$ cat config.mk
export PLATFORM = sky130hd
export DESIGN_NAME = multu_sequencer_flat
export DESIGN_NICKNAME = d
export VERILOG_FILES = /design/src/rtl/multu_sequencer_pkg.sv /design/src/rtl/multu_sequencer_if.sv /design/src/rtl/multu_iter_counter.sv /design/src/rtl/multu_sequencer.sv /design/src/flat_wrapper.sv
export SDC_FILE = /design/constraint.sdc
export NUM_CORES = 1
export LEC_CHECK = 0
export ABC_AREA = 1
export CAP_MARGIN = 20
export CORE_MARGIN = 4
export CORE_UTILIZATION = 25
export CTS_CLUSTER_SIZE = 40
export DETAILED_ROUTE_END_ITERATION = 12
export PLACE_DENSITY = 0.52
export SETUP_SLACK_MARGIN = 0.15
export SKIP_LAST_GASP = 1
export SLEW_MARGIN = 40
export SYNTH_ARGS = -nofsm -noshare
export SYNTH_HDL_FRONTEND = slang
export SYNTH_SLANG_ARGS = --single-unit
$ cat constraint.sdc
create_clock -name clk -period 3 [get_ports clk]
set_input_delay 0.45 -clock clk [delete_from_list [all_inputs] [get_ports clk]]
set_output_delay 0.45 -clock clk [all_outputs]
set_load 0.1 [all_outputs]
$ cat src/rtl/multu_sequencer_pkg.sv
// Shared function codes, result-mux encodings and FSM state for the multiply sequencer.
// Pure declarations: no latency, no flow control.
package multu_sequencer_pkg;

  localparam logic [5:0] FN_SLL   = 6'd0;
  localparam logic [5:0] FN_MFHI  = 6'd16;
  localparam logic [5:0] FN_MFLO  = 6'd18;
  localparam logic [5:0] FN_MULTU = 6'd25;
  localparam logic [5:0] FN_ADD   = 6'd32;
  localparam logic [5:0] FN_SUB   = 6'd34;
  localparam logic [5:0] FN_AND   = 6'd36;
  localparam logic [5:0] FN_OR    = 6'd37;
  localparam logic [5:0] FN_SLT   = 6'd42;

  localparam logic [1:0] SEL_ALU = 2'd0;
  localparam logic [1:0] SEL_SHT = 2'd1;
  localparam logic [1:0] SEL_HI  = 2'd2;
  localparam logic [1:0] SEL_LO  = 2'd3;

  typedef enum logic [1:0] {
    ST_IDLE = 2'd0,
    ST_RUN  = 2'd1,
    ST_WB   = 2'd2
  } state_t;

  function automatic logic [1:0] decode_sel(input logic [5:0] f);
    logic [1:0] sel;
    sel = SEL_ALU;
    case (f)
      FN_SLL:  sel = SEL_SHT;
      FN_MFHI: sel = SEL_HI;
      FN_MFLO: sel = SEL_LO;
      default: sel = SEL_ALU;
    endcase
    return sel;
  endfunction

  // Instructions that touch HI/LO and so must wait for a multiply in flight.
  function automatic logic hilo_dep(input logic [5:0] f);
    return (f == FN_MULTU) || (f == FN_MFHI) || (f == FN_MFLO);
  endfunction

endpackage

$ cat src/rtl/multu_sequencer_if.sv
// Instruction-stage to multiply-sequencer bundle: decoded funct in, strobes and stall out.
// Combinational and registered signals mixed; stall is the only backpressure.
interface multu_sequencer_if;
  logic [5:0] funct;
  logic       valid;
  logic       stall;
  logic       mul_load;
  logic       mul_step;
  logic       hilo_we;
  logic [1:0] mux_sel;
  logic       busy;
  logic       done;
  logic [5:0] count;

  modport master (
    output funct, valid,
    input  stall, mul_load, mul_step, hilo_we, mux_sel, busy, done, count
  );

  modport slave (
    input  funct, valid,
    output stall, mul_load, mul_step, hilo_we, mux_sel, busy, done, count
  );
endinterface

$ cat src/rtl/multu_iter_counter.sv
// Iteration counter for the shift-add multiplier: clr zeroes it, en advances it, last flags WIDTH-1.
// One-cycle registered update; no backpressure.
module multu_iter_counter #(
  parameter int WIDTH = 32
) (
  input  logic       clk,
  input  logic       rst,
  input  logic       clr,
  input  logic       en,
  output logic [5:0] count,
  output logic       last
);

  always_ff @(posedge clk) begin
    if (rst || clr) begin
      count <= 6'd0;
    end else if (en) begin
      count <= count + 6'd1;
    end
  end

  assign last = (count == 6'(WIDTH - 1));

endmodule

$ cat src/rtl/multu_sequencer.sv
// Multiply sequencer: IDLE/RUN/WB FSM driving load/step/HiLo-write strobes plus HiLo stall and result-mux decode.
// MULTU occupies WIDTH+2 cycles; HiLo-dependent instructions are held with stall while busy.
module multu_sequencer
  import multu_sequencer_pkg::*;
#(
  parameter int WIDTH = 32
) (
  input  logic             clk,
  input  logic             rst,
  multu_sequencer_if.slave sq
);

  state_t     state;
  state_t     state_nxt;
  logic       busy_q;
  logic       step_q;
  logic       we_q;
  logic       start;
  logic       last;
  logic       stall_c;
  logic [5:0] count;

  assign start = (state == ST_IDLE) && sq.valid && (sq.funct == FN_MULTU);

  multu_iter_counter #(.WIDTH(WIDTH)) u_cnt (
    .clk   (clk),
    .rst   (rst),
    .clr   (start || (state == ST_WB)),
    .en    ((state == ST_RUN) && !last),
    .count (count),
    .last  (last)
  );

  // Registered strobes are computed from the next state so they line up with it.
  always_ff @(posedge clk) begin
    if (rst) begin
      state  <= ST_IDLE;
      busy_q <= 1'b0;
      step_q <= 1'b0;
      we_q   <= 1'b0;
    end else begin
      state  <= state_nxt;
      busy_q <= (state_nxt != ST_IDLE);
      step_q <= (state_nxt == ST_RUN);
      we_q   <= (state_nxt == ST_WB);
    end
  end

  always_comb begin
    state_nxt = state;
    case (state)
      ST_IDLE: if (start) state_nxt = ST_RUN;
      ST_RUN:  if (last)  state_nxt = ST_WB;
      ST_WB:   state_nxt = ST_IDLE;
      default: state_nxt = ST_IDLE;
    endcase
  end

  always_comb begin
    stall_c     = !rst && sq.valid && busy_q && hilo_dep(sq.funct);
    sq.stall    = stall_c;
    sq.mul_load = !rst && start;
    sq.mux_sel  = SEL_ALU;
    if (!rst && sq.valid && !stall_c) begin
      sq.mux_sel = decode_sel(sq.funct);
    end
  end

  assign sq.mul_step = step_q;
  assign sq.hilo_we  = we_q;
  assign sq.done     = we_q;
  assign sq.busy     = busy_q;
  assign sq.count    = count;

endmodule

$ cat src/flat_wrapper.sv
// flat-port wrapper written by rule: the top's interface ports become plain ports
module multu_sequencer_flat import multu_sequencer_pkg::*;
#(
  parameter int WIDTH = 32
)
  (clk, rst, sq_funct, sq_valid, sq_stall, sq_mul_load, sq_mul_step, sq_hilo_we, sq_mux_sel, sq_busy, sq_done, sq_count);
  multu_sequencer_if sq_i ();
  input  logic clk;
  input  logic rst;
  input wire logic [$bits(sq_i.funct)-1:0] sq_funct;
  input wire logic [$bits(sq_i.valid)-1:0] sq_valid;
  output wire logic [$bits(sq_i.stall)-1:0] sq_stall;
  output wire logic [$bits(sq_i.mul_load)-1:0] sq_mul_load;
  output wire logic [$bits(sq_i.mul_step)-1:0] sq_mul_step;
  output wire logic [$bits(sq_i.hilo_we)-1:0] sq_hilo_we;
  output wire logic [$bits(sq_i.mux_sel)-1:0] sq_mux_sel;
  output wire logic [$bits(sq_i.busy)-1:0] sq_busy;
  output wire logic [$bits(sq_i.done)-1:0] sq_done;
  output wire logic [$bits(sq_i.count)-1:0] sq_count;
  assign sq_i.funct = sq_funct;
  assign sq_i.valid = sq_valid;
  assign sq_stall = sq_i.stall;
  assign sq_mul_load = sq_i.mul_load;
  assign sq_mul_step = sq_i.mul_step;
  assign sq_hilo_we = sq_i.hilo_we;
  assign sq_mux_sel = sq_i.mux_sel;
  assign sq_busy = sq_i.busy;
  assign sq_done = sq_i.done;
  assign sq_count = sq_i.count;
  multu_sequencer #(.WIDTH(WIDTH)) u_core (.clk(clk), .rst(rst), .sq(sq_i));
endmodule
# Word-level counts from Yosys, hierarchy flattened
# Index checks and enable logic that the tools add are counted.
# word_totals
wordCells,37
latchBits,0
register_bits,11
memories,0
out_inout_bits,14
ramBits,0
in_bits,9
rom_bits,0
# op_classes
eq_ne,8
mul,0
n_reduce_logical,18
addsub,1
n_bitwise,0
n_mux,5
div,0
shifts,0
order_cmp,0
# ops
cell,count
$eq A6 B5 Y1 const B,4
$logic_and A1 B1 Y1,8
$add A6 B1 Y6 const B,1
$logic_not A6 Y1,1
$mux W2,3
$pmux W2 S3,1
$eq A2 B1 Y1 const B,2
$eq A2 B2 Y1 const B,2
$logic_or A1 B1 Y1,4
$pmux W2 S2,1
$logic_not A1 Y1,3
$logic_not A2 Y1,1
$reduce_bool A2 Y1,1

# Longest topological paths before layout
# Gate-level depths: netlist (run 1).
# depth
ltp_word,7
mapped_depth,7
ltp_nobuf,7

# Hierarchy
# A second synthesis (run 1) with hierarchy kept.
# unflattened
hier_cells,85
area_unflattened_um2,560.5
# by_module_without_submodules
module,seq_area_each_um2,instances,cells_per_inst,area_each_um2
multu_sequencer,100.1,1,48,291.5
multu_iter_counter,120.1,1,37,269.0

# Worst setup path after synthesis (run 1)
# OpenSTA, ideal clock, no wires.
# synth_timing
kind,flip-flop to output port
from,reg u_core.busy_q (netlist: u_core.sq.busy)
to,out sq_stall
path_slack_ns,-0.596
arrival_ns,3.146
stages_incl_launch_ff,3
cell_sequence,dfxtp_1 nand2_1 nor3_1
# synth_between
elab_chain_cells,2
# synth_rtl
item,line,source
"start, declared",multu_sequencer.sv:15,logic busy_q;
"start signal, assigned",multu_sequencer.sv:43,busy_q <= (state_nxt != ST_IDLE);
$logic_and A1 B1 Y1 (2 in series),multu_sequencer.sv:60,stall_c = !rst && sq.valid && busy_q && hilo_dep(sq.funct);
"end, declared",flat_wrapper.sv:12,output wire logic [$bits(sq_i.stall)-1:0] sq_stall;
# Every way passes these cells.

# Worst setup path after layout (run 1)
# layout_timing
from,in sq_funct[4]
to,out sq_stall
# layout_between
elab_chain_cells,4
word_cells_on_any_way,6
# layout_rtl
item,line,source
"start, declared",flat_wrapper.sv:10,input wire logic [$bits(sq_i.funct)-1:0] sq_funct;
$eq A6 B5 Y1,multu_sequencer_pkg.sv:40,return (f == FN_MULTU) || (f == FN_MFHI) || (f == FN_MFLO);
$logic_or A1 B1 Y1,multu_sequencer_pkg.sv:40,
$logic_or A1 B1 Y1 *,multu_sequencer_pkg.sv:40,
$logic_and A1 B1 Y1 *,multu_sequencer.sv:60,
# Mark *: on every way between the ends. The rest lies on a longest branch, timed or not.

==> impl_metrics.json, run 1 <==
{
  "outcome": "completed",
  "cts_htree_levels": 1,
  "cts_setup_buffers": 0,
  "core-area_um2": 2250,
  "max_slew_margin_pct": 78.3,
  "met2_usage_pct": 14.8,
  "mostFrequentLayoutCells": "nand2_1 (23), inv_1 (12), nor2_1 (12)",
  "max_cap_violations": 0,
  "cp_slowest_stage_delay_ns": 0.48,
  "use_met1_pct": 11.3,
  "arrival_ns": 1.77,
  "die_h_um": 57.3,
  "busiest_layer": "met2",
  "cts_sinks": 11,
  "cp_max_fo": 3,
  "crit_slowest_cell": "clkdlybuf4s50_1",
  "multi_input_area_um2": 333,
  "ir_drop_v": 0.000237,
  "crit_path_end_kind": "primary output",
  "drt_pre_antenna_iters": 4,
  "fillers": 244,
  "layout_commonest_cell": "nand2_1",
  "first_global_vias": 583,
  "wl_um": 1430,
  "fin_crit_sh_pct": 74.0,
  "ys_seq_area_share_pct": 36.2,
  "finalSetupViolations": 0,
  "grt_pass1_wl_um": 2410,
  "drc": 0,
  "tns_ns": 0,
  "crit_family": "buffers and inverters",
  "max_freq_ghz": 0.450,
  "wl_per_cell_um": 10.0,
  "start_kind": "primary input",
  "min_path_cells": 2,
  "worst-path-stages": 8,
  "cts.clk_slew.worst_paths_ns": 0.07,
  "rsz0062_at_grt": "false",
  "port_buffers": 22,
  "min_path_type": "reg -> reg",
  "layout-drive-gt1-share_pct": 21.1,
  "syn_inst": 90,
  "synth_nets": 100,
  "die_area_um2": 3290,
  "grt_util_all_layers_pct": 9.18,
  "register_area_um2": 220,
  "yosysUniqueCellTypes": 20,
  "rows": 17,
  "path_cells": "clkdlybuf4s50_1 > inv_1 > nor2_1 > nand3_1 > nand2_1 > nand2_1 > nor3_2 > buf_12",
  "leakage_nw": 0.389,
  "finalCriticalPeriod_ns": 2.22,
  "syn_to_final_growth_pct": 47.7,
  "cts_buffer_depth": 2,
  "use_met3_pct": 2.04,
  "tritoncts": "done",
  "start_util_pct": 27.0,
  "crit_required_ns": 2.55,
  "vias": 619,
  "cts-resized-gates": 0,
  "gp_congestion": 0.779,
  "cts_buffers": 3,
  "report.final.slew_viol_count": 0,
  "overflow": 0,
  "critical_path_class": "in -> out",
  "insertion_delay_ns": 0.26,
  "io_pins": 23,
  "r2r_cells": 5,
  "antenna_cells": 0,
  "synth_area_um2": 608,
  "cts_root_buf": "clkbuf_4",
  "ys_ff_latch": 11,
  "grt_max_degree": 10,
  "p_per_area_nw_per_um2": 305,
  "syn_avg_cell_area_um2": 6.76,
  "worstMarginPinSlew_ns": 0.324,
  "finalPower_uw": 274,
  "first_iter_violations": 12,
  "fin_skew_ns": 0.00251,
  "yosysWarnings": 0,
  "detailed_place_hpwl_um": 1170,
  "final_nets": 125,
  "worst-path-buf-inv": 3,
  "ant_nets": 0,
  "vias_per_cell": 4.36,
  "hold_viol": 0,
  "antenna_found_initial": 0,
  "cp_common_cell": "nand2_1",
  "ctsHoldBuffers": 0,
  "die_w_um": 57.3
}
[sequential cells by signal, indices dropped and copies added (netlist names)]
signal / cells
u_core.state: 2
u_core.sq.done: 1
u_core.u_cnt.count: 6
u_core.sq.busy: 1
u_core.sq.mul_step: 1
[routing by layer]
layer / vias up / wire [um]
met1: 267 / 672
li1: 334 / -
met4: 0 / 12
met2: 16 / 649
met5: - / 0
met3: 2 / 92
[through the flow]
| step | std cells | utilization, % | hold slack [ns] | setup WS, ns | instance area (um2) |
|---|---|---|---|---|---|
| after floorplan | 90 | - | 0.589 | 0.238 | 613 |
| after global placement | 138 | 38.7 | 0.488 | 0.766 | 872 |
| after detailed placement | 138 | 38.7 | 0.512 | 0.760 | 872 |
| after CTS | 142 | 39.8 | 0.523 | 0.755 | 898 |
| after global routing | 142 | 39.8 | 0.555 | 0.655 | 898 |
| final | 142 | 39.8 | 0.517 | 0.779 | 898 |
[logic make-up after synthesis]
family | count (synthesis) | synth area share [%]
and+or+nand+nor | 49 | 36.6
xor gates and xnor gates | 3 | 4.32
AOI/OAI and AO/OA | 11 | 10.9
DFF | 11 | 36.2
buffers and inverters | 15 | 9.88
adders and majority gates | 1 | 2.06
[where the power goes]
group / internal [mW] / leakage [nW] / total [mW] / switching [mW]
clock: 0.0514 / 0.0150 / 0.0967 / 0.0454
sequential: 0.146 / 0.0886 / 0.147 / 0.000261
combinational: 0.0143 / 0.285 / 0.0310 / 0.0167
total: 0.212 / 0.389 / 0.274 / 0.0624
[cell type report]
cell class                 instances  area share [%]
inverter                          13            5.43
clock buffer                       4            2.92
multi-input combinational         64            37.0
timing repair buffer              22            26.2
tap                               28            3.90
sequential                        11            24.5
[synth_stat cells]
library cell | number | area (um2)
nor2_4 | 1 | 11.3
o21ai_4 | 1 | 16.3
dfxtp_1 | 11 | 220
a21oi_1 | 9 | 45.0
nand4_1 | 1 | 6.26
nor4_1 | 2 | 12.5
buf_4 | 1 | 7.51
clkbuf_1 | 1 | 3.75
o21ai_0 | 1 | 5.00
nand2_1 | 23 | 86.3
inv_2 | 1 | 3.75
nor2_1 | 12 | 45.0
xnor2_1 | 2 | 17.5
nand3_1 | 5 | 25.0
nor2_2 | 1 | 6.26
nor3_1 | 2 | 10.0
ha_1 | 1 | 12.5
xor2_1 | 1 | 8.76
nand3_2 | 2 | 20.0
inv_1 | 12 | 45.0
[path summary, 6_finish.rpt]
| path | to | slack (ns) | startpoint |
|---|---|---|---|
| worst max-delay path | sq_stall | 0.78 | sq_funct[4] |
| worst min-delay path | u_core.u_cnt.count[1] | 0.52 | u_core.u_cnt.count[1] |
| worst max register to register | u_core.u_cnt.count[1] | 1.67 | u_core.u_cnt.count[0] |
| worst min register to register | u_core.u_cnt.count[1] | 0.52 | u_core.u_cnt.count[1] |
[tightest hold or removal path: cells and delay by family, from the launching register on]
kind / cells / cell delay, ns
AOI/OAI and AO/OA: 1 / 0.06
DFF: 1 / 0.34
and+or+nand+nor: 1 / 0.07
Power figures use the tool's default switching activity.
==> run 2, diff against run 1 <==
- PLACE_DENSITY: 0.52 -> 0.54
- clock period: 3 -> 1.9 ns (I/O delays scaled with it)
==> impl_metrics.json, run 2 (synthesis gave the netlist of run 1 again) <==
{
  "outcome": "completed",
  "core-area_um2": 2250,
  "antenna_found_initial": 0,
  "port_buffers": 22,
  "largest_register_ffs": 6,
  "layout_commonest_cell": "nand2_1",
  "ant_nets": 0,
  "tritoncts": "done",
  "start_util_pct": 27.0,
  "p_sw_uw": 114,
  "cts_htree_levels": 1,
  "die_w_um": 57.3,
  "final_util_pct": 44.1,
  "arrival_ns": 1.36,
  "syn_to_final_growth_pct": 63.4,
  "cts_sinks": 11,
  "drt_pre_antenna_iters": 3,
  "fin_skew_ns": 0.00314,
  "vias": 650,
  "p_seq_share_pct": 51.5,
  "dp_worst_setup_slack_ns": -0.0911,
  "finalSetupViolations": 0,
  "wl_per_cell_um": 10.6,
  "detailed_place_hpwl_um": 1210,
  "layout-drive-gt1-share_pct": 39.0,
  "max_freq_ghz": 0.606,
  "fillers": 245,
  "gp_congestion": 0.785,
  "register_area_um2": 229,
  "fin_ws_ns": 0.251,
  "grt_util_all_layers_pct": 11.2,
  "p_per_area_nw_per_um2": 452,
  "critical_path_class": "in -> out",
  "die_area_um2": 3290,
  "insertion_delay_ns": 0.27,
  "ir_drop_v": 0.000308,
  "p_sw_share_pct": 25.3,
  "mostFrequentLayoutCells": "nand2_1 (21), buf_4 (14), inv_1 (11)",
  "final_nets": 129,
  "start_kind": "primary input",
  "cp_max_fo": 5,
  "max_slew_margin_pct": 81.5,
  "leakage_nw": 0.424,
  "worstMarginPinSlew_ns": 0.279,
  "hold_viol": 0,
  "cts_buffers": 3,
  "max_cap_violations": 0,
  "io_pins": 23,
  "min_path_type": "reg -> reg",
  "cts_buffer_depth": 2,
  "largestRegisters": "u_core.u_cnt.count: 6 flops, u_core.state: 2 flops",
  "pwr-share-clk_pct": 35.5,
  "vias_per_cell": 4.45,
  "first_global_vias": 674,
  "rsz0062_at_grt": "true",
  "grt_pass1_wl_um": 2860,
  "finalCriticalPeriod_ns": 1.65,
  "tns_ns": 0,
  "overflow": 0,
  "antenna_cells": 0,
  "report.final.slew_viol_count": 0,
  "final_area_um2": 993,
  "grt_max_degree": 8,
  "top_register": "u_core.u_cnt.count",
  "wl_um": 1550,
  "first_iter_violations": 11,
  "rows": 17,
  "fin_crit_sh_pct": 86.8,
  "multi_input_area_um2": 397,
  "post_dp_cell_area_um2": 927,
  "combPwrFrac_pct": 13.0,
  "crit_path_end_kind": "primary output",
  "p_int_uw": 336,
  "cts.clk_slew.worst_paths_ns": 0.07,
  "cts_root_buf": "clkbuf_4",
  "crit_required_ns": 1.62,
  "die_h_um": 57.3,
  "drc": 0
}
## run 2: final cells by class
cell class / instances / share of cell area (%)
sequential: 11 / 23.0
multi-input combinational: 64 / 39.9
tap: 28 / 3.53
clock buffer: 4 / 2.64
timing repair buffer: 26 / 25.9
inverter: 13 / 4.91
## run 2: critical path, stage by stage
cell and delay, ns:
clkdlybuf4s50_1 0.48, nand3_1 0.10, inv_1 0.10, nand3_4 0.10, nor2_4 0.12, buf_12 0.18
## run 2: power groups by stage
| stage | Sequential (mW) | Clock [mW] | Combinational (mW) |
|---|---|---|---|
| 6_report | 0.231 | 0.160 | 0.0584 |
| 5_1_grt | 0.231 | 0.180 | 0.0638 |
| 4_1_cts | 0.231 | 0.168 | 0.0567 |
| 3_5_place_dp | 0.237 | 0 | 0.0555 |
| 3_3_place_gp | 0.237 | 0 | 0.0551 |
| 2_1_floorplan | 0.240 | 0 | 0.0238 |
## run 2: routing by layer
| metal | part of all wire, % | global-route usage (%) | wire (um) |
|---|---|---|---|
| met3 | 7.4 | 3.17 | 115 |
| met5 | 0 | 0 | 0 |
| met4 | 2.3 | 4.97 | 35 |
| met1 | 44 | 13.5 | 676 |
| met2 | 47 | 18.4 | 725 |
## run 2: repair_timing
action	4_1_cts	5_1_grt
resized for setup	15	2
hold buffers	0	0
buffers inserted	1	0
setup endpoints to repair	4	2
pin swaps	6	0
## run 2: final timing paths
check	startpoint	end	slack (ns)	cells after the start
max	sq_valid	sq_mul_load	0.25	6
min	u_core.u_cnt.count[1]	u_core.u_cnt.count[1]	0.49	2
max reg2reg	u_core.u_cnt.count[0]	u_core.u_cnt.count[2]	0.62	6
min reg2reg	u_core.u_cnt.count[1]	u_core.u_cnt.count[1]	0.49	2
## run 2: through the flow
step / hold slack [ns] / instances / power (mW)
floorplan: 0.526 / 90 / 0.264
global placement: 0.468 / 141 / 0.292
detailed placement: 0.486 / 141 / 0.292
CTS: 0.498 / 146 / 0.456
global route: 0.525 / 146 / 0.475
finish: 0.491 / 146 / 0.449
==> run 3, diff against run 2 <==
- CTS_CLUSTER_DIAMETER: unset -> 50
==> results of run 3 <==
Final layout, timing and power as in run 2 (identical DEF).
